$ cat config.mk
export PLATFORM = sky130hd
export DESIGN_NAME = rfsoc_load_sequencer
export DESIGN_NICKNAME = d
export VERILOG_FILES = /design/src/rtl/rfsoc_load_sequencer.sv
export SDC_FILE = /design/constraint.sdc
export NUM_CORES = 1
export LEC_CHECK = 0
export CORE_MARGIN = 3
export CORE_UTILIZATION = 60
export DETAILED_ROUTE_END_ITERATION = 10
export DONT_BUFFER_PORTS = 1
export PLACE_DENSITY = 0.82
export SYNTH_ARGS = -nofsm -noshare
export SYNTH_HDL_FRONTEND = slang
export SYNTH_SLANG_ARGS = --single-unit
$ cat constraint.sdc
create_clock -name clk_in -period 3 [get_ports clk_in]
set_input_delay 0.6 -clock clk_in [delete_from_list [all_inputs] [get_ports clk_in]]
set_output_delay 0.6 -clock clk_in [all_outputs]
set_load 0.005 [all_outputs]
$ cat src/rtl/rfsoc_load_sequencer.sv
// rtl/rfsoc_load_sequencer.sv - RFSoC waveform controller load and fire sequencer
//
// Purpose:
//    Accepts parallel command words and shifts each one MSB first onto the
//    wave, delay or idle register chain with a generated serial clock.
//    A wave word flagged last is followed by one wave parallel-load clock
//    pulse. On start it raises arm, waits ARM_SETTLE cycles and then pulses
//    fire for one cycle. Afterwards it stays armed until disarm.
//
// Ports:
//    clk_in                 sole clock, rising edge
//    reset                  asynchronous active-low reset
//    s_valid/s_ready        command handshake (s_ready is combinational)
//    s_target               0=wave 1=delay 2=idle 3=reserved
//    s_data                 word to shift, MSB first
//    s_last                 final wave word, adds a pclk pulse
//    start, disarm          arm/fire sequence control
//    wave_reg_*             wave chain serial clock, load clock, data
//    delay_reg_*            delay chain serial clock, data
//    idle_reg_*             idle chain serial clock, data
//    arm, fire              fire controller arm level and fire strobe
//    busy                   sequencer not idle
//    err                    sticky, reserved target accepted

module rfsoc_load_sequencer #(
   parameter int WORD_W     = 32,
   parameter int CLK_DIV    = 4,
   parameter int ARM_SETTLE = 16
) (
   input  logic              clk_in,
   input  logic              reset,
   input  logic              s_valid,
   output logic              s_ready,
   input  logic [1:0]        s_target,
   input  logic [WORD_W-1:0] s_data,
   input  logic              s_last,
   input  logic              start,
   input  logic              disarm,
   output logic              wave_reg_sclk,
   output logic              wave_reg_pclk,
   output logic              wave_reg_data_in,
   output logic              delay_reg_sclk,
   output logic              delay_reg_data_in,
   output logic              idle_reg_sclk,
   output logic              idle_reg_data_in,
   output logic              arm,
   output logic              fire,
   output logic              busy,
   output logic              err
);

   localparam int DIV_W = (CLK_DIV > 1)    ? $clog2(CLK_DIV)    : 1;
   localparam int SET_W = (ARM_SETTLE > 1) ? $clog2(ARM_SETTLE) : 1;
   localparam int BIT_W = (WORD_W > 1)     ? $clog2(WORD_W)     : 1;

   localparam logic [DIV_W-1:0] DIV_LAST = DIV_W'(CLK_DIV - 1);
   localparam logic [SET_W-1:0] SET_LAST = SET_W'(ARM_SETTLE - 1);
   localparam logic [BIT_W-1:0] BIT_MSB  = BIT_W'(WORD_W - 1);

   localparam logic [1:0] TGT_WAVE  = 2'd0;
   localparam logic [1:0] TGT_DELAY = 2'd1;
   localparam logic [1:0] TGT_IDLE  = 2'd2;
   localparam logic [1:0] TGT_RSVD  = 2'd3;

   typedef enum logic [2:0] {
      ST_IDLE     = 3'd0,
      ST_SHIFT_LO = 3'd1,
      ST_SHIFT_HI = 3'd2,
      ST_PCLK_HI  = 3'd3,
      ST_PCLK_LO  = 3'd4,
      ST_ARM_WAIT = 3'd5,
      ST_FIRE     = 3'd6,
      ST_ARMED    = 3'd7
   } state_t;

   state_t            r_state;
   state_t            w_next_state;
   logic [DIV_W-1:0]  r_div_cnt;
   logic [DIV_W-1:0]  w_next_div_cnt;
   logic [SET_W-1:0]  r_settle_cnt;
   logic [SET_W-1:0]  w_next_settle_cnt;
   logic [BIT_W-1:0]  r_bit_cnt;
   logic [BIT_W-1:0]  w_next_bit_cnt;
   logic [WORD_W-1:0] r_shift;
   logic [WORD_W-1:0] w_next_shift;
   logic [1:0]        r_target;
   logic [1:0]        w_next_target;
   logic              r_last;
   logic              w_next_last;

   logic              w_accept;

   // Registered outputs and the values they take on the next edge
   logic r_wave_sclk,  w_wave_sclk;
   logic r_wave_pclk,  w_wave_pclk;
   logic r_wave_data,  w_wave_data;
   logic r_delay_sclk, w_delay_sclk;
   logic r_delay_data, w_delay_data;
   logic r_idle_sclk,  w_idle_sclk;
   logic r_idle_data,  w_idle_data;
   logic r_arm,        w_arm;
   logic r_fire,       w_fire;
   logic r_busy,       w_busy;
   logic r_err,        w_err;

   // start takes priority over a pending command word in IDLE
   assign s_ready  = (r_state == ST_IDLE) && !start;
   assign w_accept = s_valid && s_ready;

   // ---------------------------------------------------------------
   // State and datapath register
   // ---------------------------------------------------------------
   always_ff @(posedge clk_in or negedge reset) begin
      if (!reset) begin
         r_state      <= ST_IDLE;
         r_div_cnt    <= '0;
         r_settle_cnt <= '0;
         r_bit_cnt    <= '0;
         r_shift      <= '0;
         r_target     <= TGT_WAVE;
         r_last       <= 1'b0;
      end else begin
         r_state      <= w_next_state;
         r_div_cnt    <= w_next_div_cnt;
         r_settle_cnt <= w_next_settle_cnt;
         r_bit_cnt    <= w_next_bit_cnt;
         r_shift      <= w_next_shift;
         r_target     <= w_next_target;
         r_last       <= w_next_last;
      end
   end

   // ---------------------------------------------------------------
   // Next-state logic
   // ---------------------------------------------------------------
   always_comb begin
      w_next_state      = r_state;
      w_next_div_cnt    = r_div_cnt;
      w_next_settle_cnt = r_settle_cnt;
      w_next_bit_cnt    = r_bit_cnt;
      w_next_shift      = r_shift;
      w_next_target     = r_target;
      w_next_last       = r_last;

      case (r_state)
         ST_IDLE: begin
            if (start) begin
               w_next_state      = ST_ARM_WAIT;
               w_next_settle_cnt = '0;
            end else if (w_accept && (s_target != TGT_RSVD)) begin
               // Reserved-target words are swallowed without leaving IDLE
               w_next_state   = ST_SHIFT_LO;
               w_next_div_cnt = '0;
               w_next_bit_cnt = BIT_MSB;
               w_next_shift   = s_data;
               w_next_target  = s_target;
               w_next_last    = s_last;
            end
         end

         ST_SHIFT_LO: begin
            if (r_div_cnt == DIV_LAST) begin
               w_next_div_cnt = '0;
               w_next_state   = ST_SHIFT_HI;
            end else begin
               w_next_div_cnt = r_div_cnt + DIV_W'(1);
            end
         end

         ST_SHIFT_HI: begin
            if (r_div_cnt == DIV_LAST) begin
               w_next_div_cnt = '0;
               if (r_bit_cnt == '0) begin
                  if ((r_target == TGT_WAVE) && r_last)
                     w_next_state = ST_PCLK_HI;
                  else
                     w_next_state = ST_IDLE;
               end else begin
                  // Advance the bit only as sclk falls so data holds a full high phase
                  w_next_bit_cnt = r_bit_cnt - BIT_W'(1);
                  w_next_shift   = {r_shift[WORD_W-2:0], 1'b0};
                  w_next_state   = ST_SHIFT_LO;
               end
            end else begin
               w_next_div_cnt = r_div_cnt + DIV_W'(1);
            end
         end

         ST_PCLK_HI: begin
            if (r_div_cnt == DIV_LAST) begin
               w_next_div_cnt = '0;
               w_next_state   = ST_PCLK_LO;
            end else begin
               w_next_div_cnt = r_div_cnt + DIV_W'(1);
            end
         end

         ST_PCLK_LO: begin
            if (r_div_cnt == DIV_LAST) begin
               w_next_div_cnt = '0;
               w_next_state   = ST_IDLE;
            end else begin
               w_next_div_cnt = r_div_cnt + DIV_W'(1);
            end
         end

         ST_ARM_WAIT: begin
            if (disarm) begin
               w_next_state = ST_IDLE;
            end else if (r_settle_cnt == SET_LAST) begin
               w_next_state = ST_FIRE;
            end else begin
               w_next_settle_cnt = r_settle_cnt + SET_W'(1);
            end
         end

         ST_FIRE: begin
            w_next_state = ST_ARMED;
         end

         ST_ARMED: begin
            // disarm wins over a simultaneous re-fire request
            if (disarm)
               w_next_state = ST_IDLE;
            else if (start)
               w_next_state = ST_FIRE;
         end

         default: begin
            w_next_state = ST_IDLE;
         end
      endcase
   end

   // ---------------------------------------------------------------
   // Output logic: decoded from the next state so every output pin is
   // driven straight from a flop and the generated clocks cannot glitch.
   // ---------------------------------------------------------------
   logic w_shifting;
   logic w_sclk_hi;
   logic w_bit;

   always_comb begin
      w_shifting = (w_next_state == ST_SHIFT_LO) || (w_next_state == ST_SHIFT_HI);
      w_sclk_hi  = (w_next_state == ST_SHIFT_HI);
      w_bit      = w_shifting && w_next_shift[WORD_W-1];

      w_wave_sclk  = w_sclk_hi && (w_next_target == TGT_WAVE);
      w_wave_data  = w_bit     && (w_next_target == TGT_WAVE);
      w_delay_sclk = w_sclk_hi && (w_next_target == TGT_DELAY);
      w_delay_data = w_bit     && (w_next_target == TGT_DELAY);
      w_idle_sclk  = w_sclk_hi && (w_next_target == TGT_IDLE);
      w_idle_data  = w_bit     && (w_next_target == TGT_IDLE);
      w_wave_pclk  = (w_next_state == ST_PCLK_HI);

      w_arm  = (w_next_state == ST_ARM_WAIT) || (w_next_state == ST_FIRE) ||
               (w_next_state == ST_ARMED);
      w_fire = (w_next_state == ST_FIRE);
      w_busy = (w_next_state != ST_IDLE);
      w_err  = r_err || (w_accept && (s_target == TGT_RSVD));
   end

   always_ff @(posedge clk_in or negedge reset) begin
      if (!reset) begin
         r_wave_sclk  <= 1'b0;
         r_wave_pclk  <= 1'b0;
         r_wave_data  <= 1'b0;
         r_delay_sclk <= 1'b0;
         r_delay_data <= 1'b0;
         r_idle_sclk  <= 1'b0;
         r_idle_data  <= 1'b0;
         r_arm        <= 1'b0;
         r_fire       <= 1'b0;
         r_busy       <= 1'b0;
         r_err        <= 1'b0;
      end else begin
         r_wave_sclk  <= w_wave_sclk;
         r_wave_pclk  <= w_wave_pclk;
         r_wave_data  <= w_wave_data;
         r_delay_sclk <= w_delay_sclk;
         r_delay_data <= w_delay_data;
         r_idle_sclk  <= w_idle_sclk;
         r_idle_data  <= w_idle_data;
         r_arm        <= w_arm;
         r_fire       <= w_fire;
         r_busy       <= w_busy;
         r_err        <= w_err;
      end
   end

   assign wave_reg_sclk     = r_wave_sclk;
   assign wave_reg_pclk     = r_wave_pclk;
   assign wave_reg_data_in  = r_wave_data;
   assign delay_reg_sclk    = r_delay_sclk;
   assign delay_reg_data_in = r_delay_data;
   assign idle_reg_sclk     = r_idle_sclk;
   assign idle_reg_data_in  = r_idle_data;
   assign arm               = r_arm;
   assign fire              = r_fire;
   assign busy              = r_busy;
   assign err               = r_err;

endmodule

Word-level counts from Yosys, hierarchy flattened. Index checks and enable logic that the tools add are counted.

Bits in registers: 60. Bits of input ports: 40. Word-level logic and storage cells: 113.

Add/sub/neg operators: 3. Equal/unequal tests: 26. Multiplexer cells: 34. Bitwise operators: 1. Reductions and logical operators: 30.

Operators by type and width (count): $mux W32 (4); $pmux W32 S2 (1); $mux W3 (11); $pmux W3 S8 (1); $eq A3 B3 Y1 const B (7); $mux W5 (4); $mux W2 (7); $ne A2 B2 Y1 const B (7); $eq A3 B2 Y1 const B (4); $logic_and A1 B1 Y1 (12); $mux W4 (3); $pmux W5 S2 (1); $pmux W4 S2 (1); $eq A2 B2 Y1 const B (3); $eq A3 B1 Y1 const B (2); $reduce_and A3 Y1 (2); $reduce_bool A2 Y1 (3); $logic_not A5 Y1 (1); $reduce_and A5 Y1 (1); $sub A5 B1 Y5 const B (1); $add A4 B1 Y4 const B (1); $eq A4 B4 Y1 const B (1); $logic_not A2 Y1 (2); $logic_or A1 B1 Y1 (4); other kinds (10) (10).

Depth between registers and ports, before layout.
Word-level depth: 11. Gate-level depth with buffers: 9. Gate-level depth less buffers: 7.

Worst setup path before layout. OpenSTA, ideal clock, no wires.

Path type: flip-flop to flip-flop. Start point: register r_bit_cnt[0]. End point: register r_shift[10]. Data arrival time: 1.960 ns. Required time: 2.876 ns. Setup slack: 0.915 ns. Stages on the path, launching flop included: 10. Cells stage by stage: dfrtp_1 -> inv_1 -> ha_1 -> or4b_1 -> and4_1 -> clkbuf_1 -> buf_2 -> buf_1 -> a22oi_1 -> nand2_1.

Word-level cells in the longest chain between the ends: 3.

Ends and longest elaborated chain: start, declared (RTL line 82) `logic [BIT_W-1:0] r_bit_cnt;`; start signal, assigned (RTL line 126) `r_bit_cnt <= w_next_bit_cnt;`; $logic_not A5 Y1 (RTL line 173) `if (r_bit_cnt == '0) begin`; $ne A2 B2 Y1 (no source line); $reduce_and A5 Y1 (no source line); end signal, assigned (RTL line 127) `r_shift <= w_next_shift;`; end, declared (RTL line 84) `logic [WORD_W-1:0] r_shift;`.

Every way passes these cells. A chain may end at the register's enable or synchronous reset.

Worst setup path in the final report.
Start point: register r_bit_cnt[0]. End point: register r_shift[8].

The elaborated chain is that of the path after synthesis.

==> metrics.txt <==
setup total negative slack 0 ns; number of resized instances in the post-cts repair step 0; part of the power in combinational logic 26.4%; Final Cycle Share approximately four fifths; part of the power in the clock network just under 30%; Final Hold Violating Endpoints 0; register bit count reported by yosys 60; number of slew-limit violations in the final report 0; Post-DP Area around 0.0028 mm^2; count of unique library cells instantiated by Yosys just under 50; cell count after placement between 300 and 400; Final Cell Area ~0.0031 mm^2; wire length of the first global-routing pass 9370 um; net switching power 0.001044 W; area leader, netlist dfrtp_1; critical path peak fanout 31; critical path's largest stage delay roughly 0.48 ns; total I/O pin count 52; setup repair bufs after CTS 0; fraction of registers with async set or reset after synthesis between 90% and 100%; number of max-cap violations 0; antenna diode count 0; Initial DRT Pass Iterations 5; placement row count 23; clock period minus worst slack around 2.4 ns; commonest non-fill, non-tap cell in the layout nand2_1; total routed wirelength 5326 um; cell area after synthesis 0.002741 mm^2; post-synthesis area per instance between 10 and 15 um^2; TritonCTS clock tree yes; run status completed; part of the total power dissipated in sequential elements a little over two fifths; cell at the root of the clock tree clkbuf_8; number of instances in the synthesized netlist 272; total routing usage reported by global routing between 20% and 30%; WP data arrival roughly 2.7 ns; post-synth net total roughly 320; Chip Width around 74 um; remaining antenna violation count after routing 0; Critical Path, Cell by Cell inv_1 > ha_1 > or4b_1 > and4_1 > buf_4 > nor2_2 > buf_4 > nand2_1 > nand2_1; weighted congestion at the end of routability-driven global placement 0.8528; internal cell power 0.002087 W; final setup violation count 0; Worst Slack Setup Final about 0.58 ns; input/output buffers 0; detailed router's first-iteration violation count approximately 110; area delta synth->final 11.64%; height of the die between 70 and 80 um; Worst VDD drop about 0.00060 V; average wire length per cell after detail routing roughly 16 um; data required time at the worst endpoint 3.27 ns; min-delay worst type in -> async; clk slew on worst S/H paths ~0.07 ns; leakage power figure 1.465 nW; proportion of synthesized chip area in sequential cells between 50% and 60%; count of vias placed by the detailed router between 1,500 and 2,000; mean number of vias per cell 6.088; maximum number of pins on one net before global-route repair 61; total number of yosys warnings 0; fraction of layout instances using a drive strength above 1 approximately 12%; P per Cell Area between 1000 and 1500 mW/mm^2; pre-CTS worst setup slack a little under 0.6 ns; Worst Max-Slew Pin Slew approximately 0.48 ns; Slew headroom between 60% and 70%; half-perimeter wire length of the detailed placement result 3442 um; leading register cell type out of synthesis dfrtp_1; number of global-route vias before repair 1,987; Std-Cell Core Area between 0.004 and 0.005 mm^2; PnR Total Power ~0.0031 W; critical path class reg -> reg; number of antenna violations at the first check in global routing 0; commonest cells after routing, fill and taps aside nand2_1 (74), dfrtp_1 (60), a22oi_1 (30); critical-path cell with the highest stage delay or4b_1; fraction of power spent switching nets approximately 33%; top cells by area, synth dfrtp_1 (55%), nand2_1 (10%), a22oi_1 (8.2%), ha_1 (1.8%), nor2_1 (1.6%); area share of the leading cell type in the synthesized netlist 54.77%; number of synthesized flops with an enable pin 0; crit path capture type register; number of buffers on the longest clock path 2; fmax 414.0 MHz; Die Area roughly 0.0054 mm^2; clock skew 0.009521 ns; Clock Sinks 60; unrepaired setup endpoints after global routing false; startpoint type of the worst setup path register; Final #Nets roughly 320; number of buffers added by the clock tree synthesis step 9; deepest level of the CTS H-tree 3; sum of overflow across all layers after global routing 0; clock insertion delay at the later pin of the skew report around 0.34 ns; final cell count without fillers 328; number of remaining DRC errors 0; starting density of the core 65.25%
## through the flow
stage	util, %	hold slack, ns
2_1_floorplan	-	0.3044
3_3_place_gp	66.05	0.3057
3_5_place_dp	66.05	0.3058
4_1_cts	72.84	0.1201
5_1_grt	72.84	0.1265
6_report	72.84	0.1197
## flip-flops by register name, summed over array words and instances, names as in the netlist, 2 cells and up
register,cells
r_div_cnt,2
r_target,2
r_shift,32
r_bit_cnt,5
r_state,3
r_settle_cnt,4
## final cells by class
cell class	instances	area, um^2
flip-flops and latches	60	1501
well taps	50	62.56
multi-input cells	192	1162
inverters	5	18.77
clock inverters	5	106.4
repair buffers	5	57.56
fillers	304	1141
clock buffers	11	151.4
## timing repair
item,in CTS,in global routing
hold endpoints to repair,60,0
hold buffers,1,0
setup endpoints to repair,0,0
## final timing paths
path / start / end / slack (ns) / cells after the start
max in group asynchronous: reset / r_shift[31] / 2.63 / 1
min in group clk_in: s_data[0] / r_shift[0] / 0.38 / 2
worst min-delay path: reset / fire / 0.12 / 1
worst max-delay path: r_bit_cnt[0] / r_shift[8] / 0.58 / 9
worst min register to register: r_shift[29] / r_shift[29] / 0.48 / 2
worst max register to register: r_bit_cnt[0] / r_shift[8] / 0.58 / 9
## power by group through the flow
stage	Sequential (W)	Combinational (W)	Clock, W
global placement	0.00137	0.000772	0
CTS	0.00137	0.000835	0.000941
floorplan	0.00129	0.000706	0
detailed placement	0.00138	0.000803	0
finish	0.00137	0.000827	0.000931
global route	0.00142	0.000971	0.000975
## cells in the mapped netlist (2+ instances only)
cell,number
clkbuf_1,8
ha_1,4
nor2_1,12
buf_2,4
or2_2,2
a21oi_1,5
nor4_1,2
nor3b_1,2
and3_1,3
and3b_1,2
and2_1,2
dfrtp_1,60
o22a_1,2
xor2_1,3
nor3_1,3
nand3_1,8
nand3b_1,3
inv_1,5
buf_1,3
o21ai_0,4
mux2_2,2
a22o_1,2
nor4b_1,2
nand2b_1,2
nand2_1,74
a22oi_1,30
## routing by layer
metal | vias to the layer above | track usage, % | share of wire, %
li1 | 957 | - | -
met1 | 959 | 30.77 | 44
met2 | 76 | 33.96 | 48
met3 | 5 | 7.114 | 8.1
met4 | 0 | 9.256 | 0.64
met5 | - | 0 | 0
## kinds of logic after synthesis
logic type      Yosys count  synth area share (%)
compound gates           54                 15.15
xor+xnor                  4                 1.278
fa+ha+maj                 4                 1.826
buf+inv                  20                 2.921
flops                    60                 54.77
mux                       3                 1.187
simple gates            127                 22.87
## worst max-delay path: cells and delay by family (launching register included)
| kind | cells | cell delay, ns |
|---|---|---|
| simple gates | 5 | 1.12 |
| buf+inv | 3 | 0.67 |
| flops | 1 | 0.40 |
| fa+ha+maj | 1 | 0.13 |
Power figures use the tool's default switching activity.
